--- src/rtl/clk_div_mux.sv ---
// rtl/clk_div_mux.sv - glitch-free selectable-ratio clock divider with clock-enable pulse
//
// Purpose:
//   Divides the system clock by a runtime-selectable ratio. NUM_SRC divisor
//   sources are presented on `div`. `sel` picks one of them and `en` gates
//   the output. Changes to the source and to the gate are applied only at a
//   period boundary (counter wrap). As a result, clk_out never emits a
//   shortened high or low phase.
//
// Ports:
//   clk         in   system clock, rising edge
//   rst_n       in   asynchronous assert, active-low reset
//   div         in   packed divisors, source i at [i*CNT_W +: CNT_W]
//   sel         in   requested source; indices >= NUM_SRC select source 0
//   en          in   requested output enable
//   clk_out     out  registered, gated divided clock
//   clk_en      out  one-cycle pulse on the first cycle of each enabled period
//   active_sel  out  source currently in effect
//   busy        out  a sel/en request differs from what is in effect

module clk_div_mux #(
    parameter int NUM_SRC = 4,
    parameter int CNT_W   = 8,
    localparam int SEL_W  = $clog2(NUM_SRC)
) (
    input  logic                     clk,
    input  logic                     rst_n,
    input  logic [NUM_SRC*CNT_W-1:0] div,
    input  logic [SEL_W-1:0]         sel,
    input  logic                     en,
    output logic                     clk_out,
    output logic                     clk_en,
    output logic [SEL_W-1:0]         active_sel,
    output logic                     busy
);

    localparam logic [CNT_W-1:0] MIN_DIV = CNT_W'(2);

    logic [CNT_W-1:0] cnt;
    logic [CNT_W-1:0] act_div;
    logic             gate;

    logic [SEL_W-1:0] sel_eff;
    logic [CNT_W-1:0] div_sel;
    logic [CNT_W-1:0] div_eff;
    logic             wrap;

    logic [CNT_W-1:0] cnt_nx;
    logic [CNT_W-1:0] act_div_nx;
    logic [SEL_W-1:0] active_sel_nx;
    logic             gate_nx;

    // Source decode. An out-of-range select matches no entry, so it keeps
    // the source-0 defaults.
    always_comb begin
        sel_eff = '0;
        div_sel = div[CNT_W-1:0];
        for (int i = 0; i < NUM_SRC; i++) begin
            if (sel == SEL_W'(i)) begin
                sel_eff = sel;
                div_sel = div[i*CNT_W +: CNT_W];
            end
        end
    end

    // Ratios below 2 cannot form a high and a low phase, so they are clamped.
    assign div_eff = (div_sel < MIN_DIV) ? MIN_DIV : div_sel;

    // act_div is never below 2, so the subtraction cannot underflow.
    assign wrap = (cnt == (act_div - CNT_W'(1)));

    // Next-state: source, ratio and gate are only sampled at the wrap.
    always_comb begin
        cnt_nx        = cnt + CNT_W'(1);
        act_div_nx    = act_div;
        active_sel_nx = active_sel;
        gate_nx       = gate;
        if (wrap) begin
            cnt_nx        = '0;
            act_div_nx    = div_eff;
            active_sel_nx = sel_eff;
            gate_nx       = en;
        end
    end

    // Outputs are registered from next-state values so that they line up
    // with the counter value that is in the register during the same cycle.
    always_ff @(posedge clk or negedge rst_n) begin
        if (!rst_n) begin
            cnt        <= '0;
            act_div    <= MIN_DIV;
            active_sel <= '0;
            gate       <= 1'b0;
            clk_out    <= 1'b0;
            clk_en     <= 1'b0;
            busy       <= 1'b0;
        end else begin
            cnt        <= cnt_nx;
            act_div    <= act_div_nx;
            active_sel <= active_sel_nx;
            gate       <= gate_nx;
            clk_out    <= gate_nx & (cnt_nx < (act_div_nx >> 1));
            clk_en     <= gate_nx & (cnt_nx == '0);
            busy       <= (sel_eff != active_sel_nx) | (en != gate_nx);
        end
    end

endmodule
--- config.mk ---
export PLATFORM = sky130hd
export DESIGN_NAME = clk_div_mux
export DESIGN_NICKNAME = d
export VERILOG_FILES = /design/src/rtl/clk_div_mux.sv
export SDC_FILE = /design/constraint.sdc
export NUM_CORES = 1
export LEC_CHECK = 0
export BUFFER_PORTS_ARGS = -buffer_cell sky130_fd_sc_hd__buf_2
export CORE_UTILIZATION = 47
export DETAILED_ROUTE_END_ITERATION = 10
export MAX_ROUTING_LAYER = met4
export PLACE_DENSITY = 0.75
export SYNTH_ARGS = -nofsm -noshare
export SYNTH_HDL_FRONTEND = slang
export SYNTH_SLANG_ARGS = --single-unit
--- constraint.sdc ---
create_clock -name clk -period 3 [get_ports clk]
set_input_delay 0.45 -clock clk [delete_from_list [all_inputs] [get_ports clk]]
set_output_delay 0.45 -clock clk [all_outputs]
set_load 0.005 [all_outputs]
# --- After elaboration in Yosys (flattened, before gate mapping) ---
# Cells that the tools add are included.
# Widths: inputs -> output; s select.
word_totals:
  register_bits: 22
  inputBits: 37
  out_inout_bits: 5
  word_cells: 35
classes:
  n_addsub: 2
  magnitude_cmp: 2
  eq_ne: 6
  n_mux: 12
  bitwise_logic: 3
  reduce_logical: 2
op_table:
  columns: ["cell", "count"]
  rows:
  - ["$mux 8", 6]
  - ["$mux 2", 5]
  - ["$add 8x1->8 const B", 1]
  - ["$eq 8x8->1", 1]
  - ["$logic_not 8->1", 1]
  - ["$lt 8x2->1 const B", 1]
  - ["$lt 8x7->1", 1]
  - ["$sub 8x1->8 const B", 1]
  - ["$eq 2x2->1 const B", 2]
  - ["$and 1x1->1", 2]
  - ["$eq 2x1->1 const B", 1]
  - ["$logic_not 2->1", 1]
  - ["$ne 2x2->1", 1]
  - ["$mux 1", 1]
  - ["$ne 1x1->1", 1]
  - ["$or 1x1->1", 1]

# --- Depth between registers and ports, before layout ---
depth:
  ltp_word: 9
  depth_mapped: 15

# --- Least setup slack after synthesis ---
# No wires, ideal clock.
synth_timing:
  path_kind: "register -> register"
  from: "reg act_div[2]"
  to: "reg clk_out"
  setup_time_ns: 0.087
  t_arrival_ns: 2.721
  path_slack_ns: 0.192
  path_stages_with_launch: 15
  path_cell_list: "dfrtp_1 > nor2_1 > nand2_1 > or4bb_1 > and3b_1 > nand4b_4 > buf_6 > buf_6 > inv_2 > nor2_1 > ha_1 > a21o_1 > a21oi_1 > o21ai_0 > a211oi_2"
synth_between:
  elab_chain_len: 5
synth_lines:
  columns: ["element", "line_no", "text"]
  rows:
  - ["start, declared", "40", "logic [CNT_W-1:0] act_div;"]
  - ["start signal, assigned", "99", "act_div <= act_div_nx;"]
  - ["$sub 8x1->8", "70", "assign wrap = (cnt == (act_div - CNT_W'(1)));"]
  - ["$eq 8x8->1", "70", null]
  - ["$mux 8", "78", "if (wrap) begin"]
  - ["named net cnt_nx[5]", "48", "logic [CNT_W-1:0] cnt_nx;"]
  - ["$lt 8x7->1", "102", "clk_out <= gate_nx & (cnt_nx < (act_div_nx >> 1));"]
  - ["$and 1x1->1", "102", null]
  - ["end signal, assigned", "102", null]
  - ["end, declared", "31", "output logic clk_out,"]
# The timed path passes the listed nets, and every way through them passes these cells.
# A chain may end at the register's enable or synchronous reset.

# --- Final worst setup path ---
layout_timing:
  from: "reg act_div[0]"
  to: "reg clk_out"
layout_between:
  elab_chain_len: 5
layout_lines:
  columns: ["element", "line_no"]
  rows:
  - ["$sub 8x1->8 *", "70"]
  - ["$eq 8x8->1 *", "70"]
  - ["$mux 8", "78"]
  - ["$lt 8x7->1", "102"]
  - ["$and 1x1->1 *", "102"]
# Mark *: on every way between the ends. The rest lies on a longest branch, timed or not.

==> run metrics <==
DP HPWL 2.69 mm; worst-margin pin slew 0.504 ns; Cells after DPL 234; Iter 0 DRT Violations 68; hold slack roughly 0.077 ns; clock root buffer clkbuf_4; Final period util between 90 and 100%; shortest period the worst path allows about 2.8 ns; Post-Syn Area per Cell 10.3 µm²; nets ~240; worst-case reg-to-reg path depth 11; crit path from act_div[0]; P&R area growth vs syn 21.6%; critical path startpoint category flip-flop; reg2reg setup slack between 0.15 and 0.2 ns; row count 20; largest net degree at the start of global routing 23; Tot Pwr around 2 mW; RSZ-0062 raised after global routing false; Largest stage delay, worst path around 0.5 ns; slowest CP cell or4bb_1; family with the most delay on the worst path simple AND/OR/NAND/NOR gates; CTS max path bufs 2; Mapped Area between 1500 and 2000 µm²; footprint of the multi-input gates around 1000 µm²; gr usage total between 20% and 30%; M1 GR Usage just under 30%; vias in the first global route 1232; Crit path depth 11; FF-to-FF Start act_div[0]; crit end category flip-flop; Placer Congestion a little over 0.8; PD cells between 1000 and 1500 nW/µm²; EDFF count, synth 0; met2 GRT Util roughly a third; DRT Pass-1 Iters 4; slew margin rel. 66.4%; fmax 0.351 GHz; Starting Density just over 50%; via count between 1000 and 1500; Diodes inserted 0; commonest non-fill, non-tap cells in the layout buf_2 (41), dfrtp_1 (21), xnor2_1 (16), nor2_1 (14); final std cells w/o fill around 240; required time of the worst setup path 3.25 ns; routing usage on met3 1.52%; Worst Setup EP clk_out; DR WL/cell 14.3 µm; Clk Latency, worst-skew pair about 0.31 ns; full die area between 3000 and 4000 µm²; hold_buf cts 0; Max VDD drop between 0.5 and 0.6 mV; I/O pins 42; Synthesis Warnings 0; worst path arrival time between 3 and 4 ns; DRC errors left 0; dominant synthesized flop cell dfrtp_1; fillers roughly 270; Yosys reg bits 22; die height roughly 60 µm; first-pass GRT wire length approximately 5.6 mm; Most Used Layer, Global Route met2; Worst Skew 0.0116 ns; clock buffer count from CTS 3; outcome completed; setup tns final 0 ns; Vias/cell 5.50; Seq/Total Area, Yosys 34.7%; setup violators final 0; # H-tree levels 1; Die X ~60 µm; leakage 0.929 nW; grt total ovfl 0; register area 552 µm²; final non-filler cell area a little under 2000 µm²; CP cell instances nor3_2 -> nand2_1 -> or4bb_1 -> and3b_1 -> nand4b_4 -> mux2i_2 -> ha_1 -> a21o_1 -> a21oi_1 -> o21ai_1 -> a211oi_2; Max Transition Viols Final 0; Critical R2R Capture clk_out; Placement Cell Area 1820 µm²; core area roughly 3100 µm²; Worst-path clk slew about 0.14 ns; Netlist cell types 39; ys async rst share 100%; initial antenna violation count 0; crit path max fanout 7; layout cells sized above 1 between 30% and 40%; CTS tree built; Final Hold Viols 0; max_cap viols 0; HP Class in2async; Syn Nets 200; buffers and inverters on the worst path 0; Sink Count 22; Post-Syn Instances approximately 160; commonest non-fill, non-tap cell in the layout buf_2; routed wire length between 3 and 4 mm; kind of critical path reg2reg; Buffers on Ports between 40 and 50; post-route ant nets 0
[power breakdown]
group,total [mW],internal [mW],switching (mW)
logic,1.07,0.519,0.552
registers,0.642,0.442,0.200
clock network,0.231,0.135,0.0955
total,1.94,1.10,0.848
[cells in the mapped netlist (all sizes together) (2+ instances only)]
cell type	count	share of area [%]
dfrtp	21	33
nand3	6	1.9
o211ai	2	0.94
and3	2	0.79
clkbuf	5	1.2
a31oi	4	1.6
a21oi	5	1.6
nand2	9	2.1
buf	3	1.7
o21ai	6	1.9
xnor2	16	8.8
nor2	15	3.5
mux2	3	2.4
nand4b	2	2.0
ha	8	6.3
inv	10	2.4
xor2	4	2.2
mux4	8	11
mux2i	7	4.4
nor3	4	1.3
a211oi	2	1.3
and2	2	0.79
[routing by layer]
metal  vias to the layer above  part of all wire [%]
li1                        640                     -
met1                       634                    46
met2                        50                    49
met3                         2                   4.8
met4                         0                  0.35
met5                         -                     0
[metrics by stage]
| step | util [%] | setup slack [ns] |
|---|---|---|
| floorplan | - | 0.192 |
| global placement | 58.1 | 0.168 |
| detailed placement | 58.1 | 0.0653 |
| CTS | 59.8 | 0.0482 |
| global route | 61.8 | 0.0181 |
| finish | 61.8 | 0.152 |
[registers in the layout, summed over array words and instances, names as in the netlist]
| name | cells |
|---|---|
| act_div | 8 |
| cnt | 8 |
| active_sel | 2 |
| busy | 1 |
| clk_en | 1 |
| clk_out | 1 |
| gate | 1 |
[cell families (layout without fill, tap and decap cells)]
kind of cell / Yosys count / count (layout) / synth area share [%]
simple gates: 47 / 48 / 16.0
xor+xnor: 20 / 20 / 11.0
fa+ha+maj: 8 / 8 / 6.30
buf+inv: 18 / 59 / 5.27
mux: 18 / 18 / 18.1
flops: 22 / 22 / 34.7
compound gates: 22 / 22 / 8.58
[how the worst min path moves through the flow]
| stage | cells after the start | from | end | slack (ns) |
|---|---|---|---|---|
| after detailed placement | 1 | rst_n | active_sel[1] | 0.44 |
| after global routing | 1 | rst_n | gate | 0.11 |
| after floorplan | 0 | rst_n | act_div[0] | 0.15 |
| after CTS | 1 | rst_n | active_sel[1] | 0.08 |
| final | 1 | rst_n | active_sel[1] | 0.08 |
| after global placement | 1 | rst_n | active_sel[0] | 0.43 |
[cell type report]
| cell class | count | share of cell area, % |
|---|---|---|
| clock buffers | 3 | 1.17 |
| clock inverters | 1 | 1.55 |
| inverters | 10 | 2.07 |
| multi-input cells | 116 | 51.6 |
| flip-flops and latches | 22 | 28.6 |
| well taps | 44 | 2.85 |
| repair buffers | 45 | 12.2 |
[repair_timing]
action,4_1_cts,5_1_grt
setup endpoints to repair,0,1
setup buffers,0,2
hold endpoints to repair,0,0
gates resized for setup,0,9
Power figures use the tool's default switching activity.
